`config.mk`:
```
export PLATFORM = sky130hd
export DESIGN_NAME = alu_op_issuer
export DESIGN_NICKNAME = d
export VERILOG_FILES = /design/src/rtl/alu_op_issuer_pkg.sv /design/src/rtl/alu_op_issuer_res_fifo.sv /design/src/rtl/alu_op_issuer.sv
export SDC_FILE = /design/constraint.sdc
export NUM_CORES = 1
export LEC_CHECK = 0
export ABC_AREA = 1
export CORE_MARGIN = 8
export CORE_UTILIZATION = 45
export CTS_CLUSTER_DIAMETER = 80
export DETAILED_ROUTE_END_ITERATION = 10
export DONT_BUFFER_PORTS = 1
export GPL_TIMING_DRIVEN = 0
export HOLD_SLACK_MARGIN = 0.12
export PLACE_DENSITY = 0.66
export SYNTH_ARGS = -nofsm -noshare
export SYNTH_HDL_FRONTEND = slang
export SYNTH_SLANG_ARGS = --single-unit
```
`constraint.sdc`:
```
create_clock -name ap_clk -period 10.22 [get_ports ap_clk]
set_clock_uncertainty 0.1 [all_clocks]
set_input_delay 0.511 -clock ap_clk [delete_from_list [all_inputs] [get_ports ap_clk]]
set_output_delay 0.511 -clock ap_clk [all_outputs]
set_load 0.05 [all_outputs]
```
`src/rtl/alu_op_issuer_pkg.sv`:
```
// Shared types for the ALU operand issuer: opcode encoding, issuer FSM states
// and the per-issue tracking record that follows each command through the ALU.
package alu_op_issuer_pkg;

    localparam int OP_W = 2;

    typedef enum logic [OP_W-1:0] {
        ADD = 2'd0,
        SUB = 2'd1
    } op_list;

    typedef enum logic [1:0] {
        IDLE,
        RUN,
        DRAIN
    } issuer_state_t;

    typedef struct packed {
        logic vld;
        logic last;
        logic bad;
    } trk_t;

    function automatic logic op_legal(input logic [OP_W-1:0] op);
        return (op == ADD) || (op == SUB);
    endfunction

endpackage

```
`src/rtl/alu_op_issuer_res_fifo.sv`:
```
// Synchronous first-word-fall-through result FIFO; the head entry is visible
// on pop_data whenever empty is low, and reads as zero while empty.
module res_fifo #(
    parameter int WIDTH = 65,
    parameter int DEPTH = 8
) (
    input  logic             ap_clk,
    input  logic             ap_rst_n,
    input  logic             push,
    input  logic [WIDTH-1:0] push_data,
    input  logic             pop,
    output logic [WIDTH-1:0] pop_data,
    output logic             empty
);

    localparam int AW = $clog2(DEPTH);

    logic [WIDTH-1:0] mem [DEPTH];
    logic [AW:0]      wr_ptr;
    logic [AW:0]      rd_ptr;
    logic             full;
    logic             do_push;
    logic             do_pop;

    assign empty   = (wr_ptr == rd_ptr);
    assign full    = (wr_ptr[AW] != rd_ptr[AW]) && (wr_ptr[AW-1:0] == rd_ptr[AW-1:0]);
    assign do_push = push && !full;
    assign do_pop  = pop && !empty;

    // Zero while empty so the result bus is clean after reset and between packets.
    assign pop_data = empty ? '0 : mem[rd_ptr[AW-1:0]];

    always_ff @(posedge ap_clk) begin
        if (do_push) begin
            mem[wr_ptr[AW-1:0]] <= push_data;
        end
    end

    always_ff @(posedge ap_clk or negedge ap_rst_n) begin
        if (!ap_rst_n) begin
            wr_ptr <= '0;
            rd_ptr <= '0;
        end else begin
            if (do_push) begin
                wr_ptr <= wr_ptr + (AW+1)'(1);
            end
            if (do_pop) begin
                rd_ptr <= rd_ptr + (AW+1)'(1);
            end
        end
    end

endmodule

```
`src/rtl/alu_op_issuer.sv`:
```
// Initiator side of the ALU channel: registers commands onto a fixed-latency
// ALU, tracks them to capture alu_out1, and returns results in order under credit control.
module alu_op_issuer
    import alu_op_issuer_pkg::*;
#(
    parameter int DATA_W     = 64,
    parameter int ALU_LAT    = 3,
    parameter int FIFO_DEPTH = 8
) (
    input  logic              ap_clk,
    input  logic              ap_rst_n,
    input  logic              s_valid,
    output logic              s_ready,
    input  logic [OP_W-1:0]   s_op,
    input  logic [DATA_W-1:0] s_inp1,
    input  logic [DATA_W-1:0] s_inp2,
    input  logic              s_last,
    output logic              alu_issue,
    output logic [OP_W-1:0]   alu_op,
    output logic [DATA_W-1:0] alu_inp1,
    output logic [DATA_W-1:0] alu_inp2,
    input  logic [DATA_W-1:0] alu_out1,
    output logic              m_valid,
    input  logic              m_ready,
    output logic [DATA_W-1:0] m_data,
    output logic              m_last,
    output logic              busy,
    output logic              err_op
);

    localparam int CW = $clog2(FIFO_DEPTH) + 1;

    issuer_state_t     state;
    issuer_state_t     state_nxt;
    logic              ready_en;
    logic [CW-1:0]     credits;
    logic              accept;
    logic              pop;
    logic              issue_last;
    logic              issue_bad;
    trk_t              trk [ALU_LAT];
    logic [DATA_W-1:0] cap_data_in;
    logic              cap_vld;
    logic [DATA_W:0]   cap_word;
    logic [DATA_W:0]   fifo_head;
    logic              fifo_empty;

    // ready_en keeps s_ready low while reset is held and until the first clock after release.
    assign s_ready = ready_en && (state != DRAIN) && (credits != '0);
    assign accept  = s_valid && s_ready;
    assign pop     = m_valid && m_ready;
    assign busy    = (state != IDLE);

    always_ff @(posedge ap_clk or negedge ap_rst_n) begin
        if (!ap_rst_n) begin
            state    <= IDLE;
            ready_en <= 1'b0;
        end else begin
            state    <= state_nxt;
            ready_en <= 1'b1;
        end
    end

    always_comb begin
        state_nxt = state;
        unique case (state)
            IDLE: begin
                if (accept) begin
                    state_nxt = s_last ? DRAIN : RUN;
                end
            end
            RUN: begin
                if (accept && s_last) begin
                    state_nxt = DRAIN;
                end
            end
            DRAIN: begin
                if (pop && m_last) begin
                    state_nxt = IDLE;
                end
            end
            default: state_nxt = IDLE;
        endcase
    end

    always_ff @(posedge ap_clk or negedge ap_rst_n) begin
        if (!ap_rst_n) begin
            credits <= CW'(FIFO_DEPTH);
        end else begin
            unique case ({accept, pop})
                2'b10:   credits <= credits - CW'(1);
                2'b01:   credits <= credits + CW'(1);
                default: credits <= credits;
            endcase
        end
    end

    always_ff @(posedge ap_clk or negedge ap_rst_n) begin
        if (!ap_rst_n) begin
            alu_issue  <= 1'b0;
            alu_op     <= '0;
            alu_inp1   <= '0;
            alu_inp2   <= '0;
            issue_last <= 1'b0;
            issue_bad  <= 1'b0;
            err_op     <= 1'b0;
        end else begin
            alu_issue <= accept;
            if (accept) begin
                // Illegal opcodes still occupy an ALU slot so ordering and credits stay uniform.
                alu_op     <= op_legal(s_op) ? s_op : ADD;
                alu_inp1   <= s_inp1;
                alu_inp2   <= s_inp2;
                issue_last <= s_last;
                issue_bad  <= !op_legal(s_op);
                if (!op_legal(s_op)) begin
                    err_op <= 1'b1;
                end
            end
        end
    end

    always_ff @(posedge ap_clk or negedge ap_rst_n) begin
        if (!ap_rst_n) begin
            for (int unsigned i = 0; i < ALU_LAT; i++) begin
                trk[i] <= '0;
            end
        end else begin
            trk[0] <= {alu_issue, issue_last, issue_bad};
            for (int unsigned i = 1; i < ALU_LAT; i++) begin
                trk[i] <= trk[i-1];
            end
        end
    end

    assign cap_data_in = trk[ALU_LAT-1].bad ? '0 : alu_out1;

    // alu_out1 is valid in the same cycle the tracker exits; register it before the FIFO write.
    always_ff @(posedge ap_clk or negedge ap_rst_n) begin
        if (!ap_rst_n) begin
            cap_vld  <= 1'b0;
            cap_word <= '0;
        end else begin
            cap_vld <= trk[ALU_LAT-1].vld;
            if (trk[ALU_LAT-1].vld) begin
                cap_word <= {trk[ALU_LAT-1].last, cap_data_in};
            end
        end
    end

    res_fifo #(
        .WIDTH (DATA_W + 1),
        .DEPTH (FIFO_DEPTH)
    ) u_res_fifo (
        .ap_clk    (ap_clk),
        .ap_rst_n  (ap_rst_n),
        .push      (cap_vld),
        .push_data (cap_word),
        .pop       (pop),
        .pop_data  (fifo_head),
        .empty     (fifo_empty)
    );

    assign m_valid = !fifo_empty;
    assign m_last  = fifo_head[DATA_W];
    assign m_data  = fifo_head[DATA_W-1:0];

endmodule

```
[Yosys cells after proc, flatten, opt, wreduce, memory -nomap -nowiden]
Memory sizes are Yosys's and may differ from the RTL's.
Index checks and enable logic that the tools add are counted.
Storage, ports and cells
  word-level logic and storage cells: 72
  RAM bits: 520
  output and inout port bits: 200
  register bits after elaboration: 224
  memories: 1
Operators by class
  bitwise operators: 1
  $add $sub $neg: 4
  muxes and demuxes: 11
  reductions and logical operators: 20
  eq/ne operators: 12
Memories
  u_res_fifo.mem: depth 8, width 65, read ports 1, clocked after memory_dff 0, wr ports 1, RTL line alu_op_issuer_res_fifo.sv:18  | logic [WIDTH-1:0] mem [DEPTH];
Operators by type and width (number)
  2-to-1 mux 65 bit: 1
  2-to-1 mux 64 bit: 1
  adder 4 x 1 -> 4 bit, second input constant: 3
  2-to-1 mux 2 bit: 5
  logical AND 1 bit: 9
  != test 2 bit, second input constant: 4
  one-hot mux 4 bit (2 select lines): 1
  equality test 2 x 1 -> 1 bit, second input constant: 3
  one-hot mux 2 bit (3 select lines): 1
  equality test 2 bit, second input constant: 2
  equality test 4 bit: 1
  logical NOT 2 bit: 2
  nonzero test 2 bit: 2
  nonzero test 4 bit: 1
  subtractor 4 x 1 -> 4 bit, second input constant: 1
  equality test 3 bit: 1
  logical NOT 1 bit: 3
  AND reduction 3 bit: 1
  2-to-1 mux 1 bit: 2
  AND reduction 2 bit: 1
  logical OR 1 bit: 1
  != test 1 bit: 1
  NOT 1 bit: 1

[Longest topological paths before layout]
  depth after elaboration: 7
  mapped depth: 16

[Modules after synthesis]
From an unflattened synthesis, not the netlist that was laid out.
Second synthesis, totals
  cell total of the unflattened synthesis: 2658
  area, all modules: 29475.8 µm²
Modules (own cells, without submodules)
  res_fifo: area each 21184.1 µm², instances 1, cells an instance 1755, sequential area each 15815.2 µm²
  alu_op_issuer: area each 8291.7 µm², instances 1, cells an instance 903, sequential area each 5406.4 µm²

[Least setup slack after synthesis]
Ideal clock, no wire load.
  kind: reg-to-reg
  start: register u_res_fifo.rd_ptr[0]
  end: memory u_res_fifo.mem[3][0], enable pin
  path slack: 4117 ps
  arrival time: 5434 ps
  cell stages (with the launch flop): 9
  library setup time: 568 ps
  buffers on the path: 1
  path through: dfrtp_1 -> inv_2 -> buf_4 -> nand2_1 -> nand2_1 -> nor2_2 -> nand4_2 -> nand2_2 -> nor3_1
On the way
  word-level cells in the longest chain between the ends: 6
RTL lines
  start: declaration: RTL line alu_op_issuer_res_fifo.sv:20  | logic [AW:0] rd_ptr;
  start signal: assignment: RTL line alu_op_issuer_res_fifo.sv:48  | rd_ptr <= rd_ptr + (AW+1)'(1);
  equality test 3 bit: RTL line alu_op_issuer_res_fifo.sv:26  | assign full = (wr_ptr[AW] != rd_ptr[AW]) && (wr_ptr[AW-1:0] == rd_ptr[AW-1:0]);
  logical AND 1 bit: RTL line alu_op_issuer_res_fifo.sv:26
  logical NOT 1 bit: RTL line alu_op_issuer_res_fifo.sv:27  | assign do_push = push && !full;
  logical AND 1 bit: RTL line alu_op_issuer_res_fifo.sv:27
  2-to-1 mux 1 bit: RTL line alu_op_issuer_res_fifo.sv:34  | if (do_push) begin
  2-to-1 mux 1 bit (implied by the code): RTL line alu_op_issuer_res_fifo.sv:35  | mem[wr_ptr[AW-1:0]] <= push_data;
  end: declaration: RTL line alu_op_issuer_res_fifo.sv:18
Every way passes these cells.

[Final worst setup path]
  start: register u_res_fifo.rd_ptr[0]
  end: output m_data[48]
On the way
  word-level cells in the longest chain between the ends: 2
  elaborated cells on any way between the ends: 3
RTL lines
  memory read (8 x 65 bit) / equality test 4 bit (equally long branches)
  2-to-1 mux 65 bit *: RTL line alu_op_issuer_res_fifo.sv:31  | assign pop_data = empty ? '0 : mem[rd_ptr[AW-1:0]];
  end: declaration: RTL line alu_op_issuer.sv:25  | output logic [DATA_W-1:0] m_data,
Mark *: on every way between the ends. The rest lies on a longest branch, timed or not.

==> metrics <==
status finished clean; Place WS 6695 ps; Synth top area share 53.46%; Final Wtd Congestion 0.8150; Final Hold Fails 0; setup ws final 6095 ps; final core occ 54.98%; drc violations 0; grt ovf 0; Slew Viols, Final 0; I/O Buffers 0; gr usage total 22.75%; First-pass DRT Iterations 7; Setup crit end kind output pin; number of fill cells 5191; Synth-to-Final Area Change 21.12%; EDFF count, synth 520; global-route wire length before repair 127800 µm; area leader, netlist edfxtp_1; detailed placer's ending HPWL 57690 µm; layout cell share with drive strength beyond 1 8.619%; clk buf depth 3; largest cells by area after synthesis edfxtp_1, dfrtp_1, nor2_1; tightest hold margin 142.0 ps; RSZ-0062 raised after global routing no; Synth warnings 0; worst-skew pair later-pin latency 610 ps; CTS tree done; pwr/cell area 360.1 nW/µm²; vias per inst 5.341; Slew headroom 5.100%; H-tree depth 3; Clock Tree Root clkbuf_16; Seq cells post-synth 744; Final min period 4125 ps; Max VDD drop 0.2093 mV; CTS Buf Count 78; # IOs 399; hold crit path type in2reg; die extent in x 270.8 µm; most frequent cells in the layout edfxtp_1, nor2_1, nand2_1, o21ai_0, dfrtp_1; Final setup viols 0; vias 20350; clock slew at reported path FFs 60 ps; vias in the first global route 20790; Die Area 73320 µm²; maximum capacitance violations 0; Syn Area/Cell 11.33 µm²; Final nets 3093; Initial Util 45.39%; total wire length 85110 µm; Cell Rows 93; Critical Path AT 3510 ps; post-synthesis cell area 29210 µm²; Synth Flop Type edfxtp_1; Net Count, Synth 2783; commonest non-fill, non-tap cell in the layout edfxtp_1; asr flop ratio synth 30.11%; Die Span Y 270.8 µm; area of the core 64350 µm²; Cells after Synth 2578; Worst EP required 9610 ps; DR iter-0 viols 1547; initial antenna violation count 10; Yosys cell types 33; Routed Antenna Nets 0; pin count of the biggest net entering global routing 225; worst-path fanout max 10; critical path class reg2out; reg2reg setup slack 6950 ps; Peak Freq 0.2424 GHz; slew of the pin with the lowest slew margin 1417 ps; Seq/Total Area, Yosys 72.65%; Leak Pwr 13.84 nW; CTS Sinks 744; Total Power 0.01274 W; DR WL/cell 22.34 µm; crit path launch type flip-flop; crit share post-route 40.36%
## flip-flops by register name (all words and copies together), names as in the netlist
name and cells:
alu_inp1 64, alu_inp2 64, alu_issue 1, alu_op 2, cap_vld 1, cap_word 65, credits 4, err_op 1
issue_bad 1, issue_last 1, ready_en 1, state 2, trk 9, u_res_fifo.mem 520, u_res_fifo.rd_ptr 4, u_res_fifo.wr_ptr 4
## cells by family (layout without fill, tap and decap cells)
logic type	count (synthesis)	in the layout	share of synthesized area [%]
other	1	9	0.01284
flip-flops	744	744	72.65
multiplexers	1	1	0.03855
buffers and inverters	243	612	3.838
adder cells (fa/ha/maj)	6	6	0.2827
XOR/XNOR	8	8	0.2398
AO/OA/AOI/OAI	391	391	6.982
AND/OR/NAND/NOR	1184	1184	15.96
## synthesized netlist by cell type (3+ instances only)
library cell,instances
o21ai_1,68
edfxtp_1,520
buf_2,50
buf_1,12
nand2_1,509
xor2_1,4
o21ai_0,256
inv_2,9
buf_4,17
a31oi_1,64
nor3_1,3
nand3_1,140
ha_1,5
buf_6,11
nor2_1,522
xnor2_1,4
inv_1,77
dfrtp_1,223
clkbuf_1,67
## layout make-up
class | count | area (µm²) | area share (%)
Tap cell | 855 | 1070 | 3.024
Buffer | 157 | 798.3 | 2.256
Inverter | 86 | 322.8 | 0.9124
Antenna cell | 8 | 20.02 | 0.05658
Sequential cell | 744 | 21220 | 59.98
Multi-Input combinational cell | 1591 | 6989 | 19.75
Timing Repair Buffer | 230 | 2506 | 7.083
Clock buffer | 114 | 2222 | 6.281
Clock inverter | 25 | 230.2 | 0.6507
## metal layers
| layer | part of all wire [%] | vias up | global-route usage, % | routed length [µm] |
|---|---|---|---|---|
| li1 | - | 9377 | - | - |
| met1 | 37 | 9822 | 26.45 | 31160 |
| met2 | 50 | 957 | 38.90 | 42410 |
| met3 | 9.5 | 191 | 6.581 | 8086 |
| met4 | 4.0 | 4 | 10.06 | 3425 |
| met5 | 0.029 | - | 0 | 25 |
## path summary, 6_finish.rpt
check | from | end | cells after the start
min in group asynchronous | ap_rst_n | alu_inp2[1]$_DFFE_PN0P_ | 2
setup / recovery | u_res_fifo.rd_ptr[0]$_DFFE_PN0P_ | m_data[48] | 9
hold / removal | s_inp2[32] | alu_inp2[32]$_DFFE_PN0P_ | 2
setup reg to reg | u_res_fifo.rd_ptr[0]$_DFFE_PN0P_ | u_res_fifo.mem[6][43]$_DFFE_PP_ | 10
max in group asynchronous | ap_rst_n | alu_inp2[52]$_DFFE_PN0P_ | 2
hold reg to reg | trk[5]$_DFF_PN0_ | trk[2]$_DFF_PN0_ | 0
## what timing repair did
item	CTS	global route
buffers inserted	0	0
hold endpoints to repair	422	0
hold buffers	197	0
gates resized for setup	0	0
## through the flow
stage	cell area (µm²)	TNS [ps]	cells
after detailed placement	30900	0	3465
final	35380	0	3810
after global routing	35380	0	3808
after CTS	35350	0	3801
after floorplan	29210	0	2578
after global placement	30280	-5204	3433
## report_power, final
part	internal [W]	switching (W)	leakage, nW
combinational	0.00103	0.00339	5.09
sequential	0.00406	0.00153	7.56
clock	0.00161	0.00112	1.19
## critical path, cell delays in order, from the launching register on
cell,delay (ps)
dfrtp_1,400
inv_2,220
buf_4,300
nand2_1,90
nand2_1,80
nor2_2,50
nand2_2,130
buf_2,480
nand2_1,110
a31oi_1,1030
No activity file was read; power rests on OpenSTA's default activity.
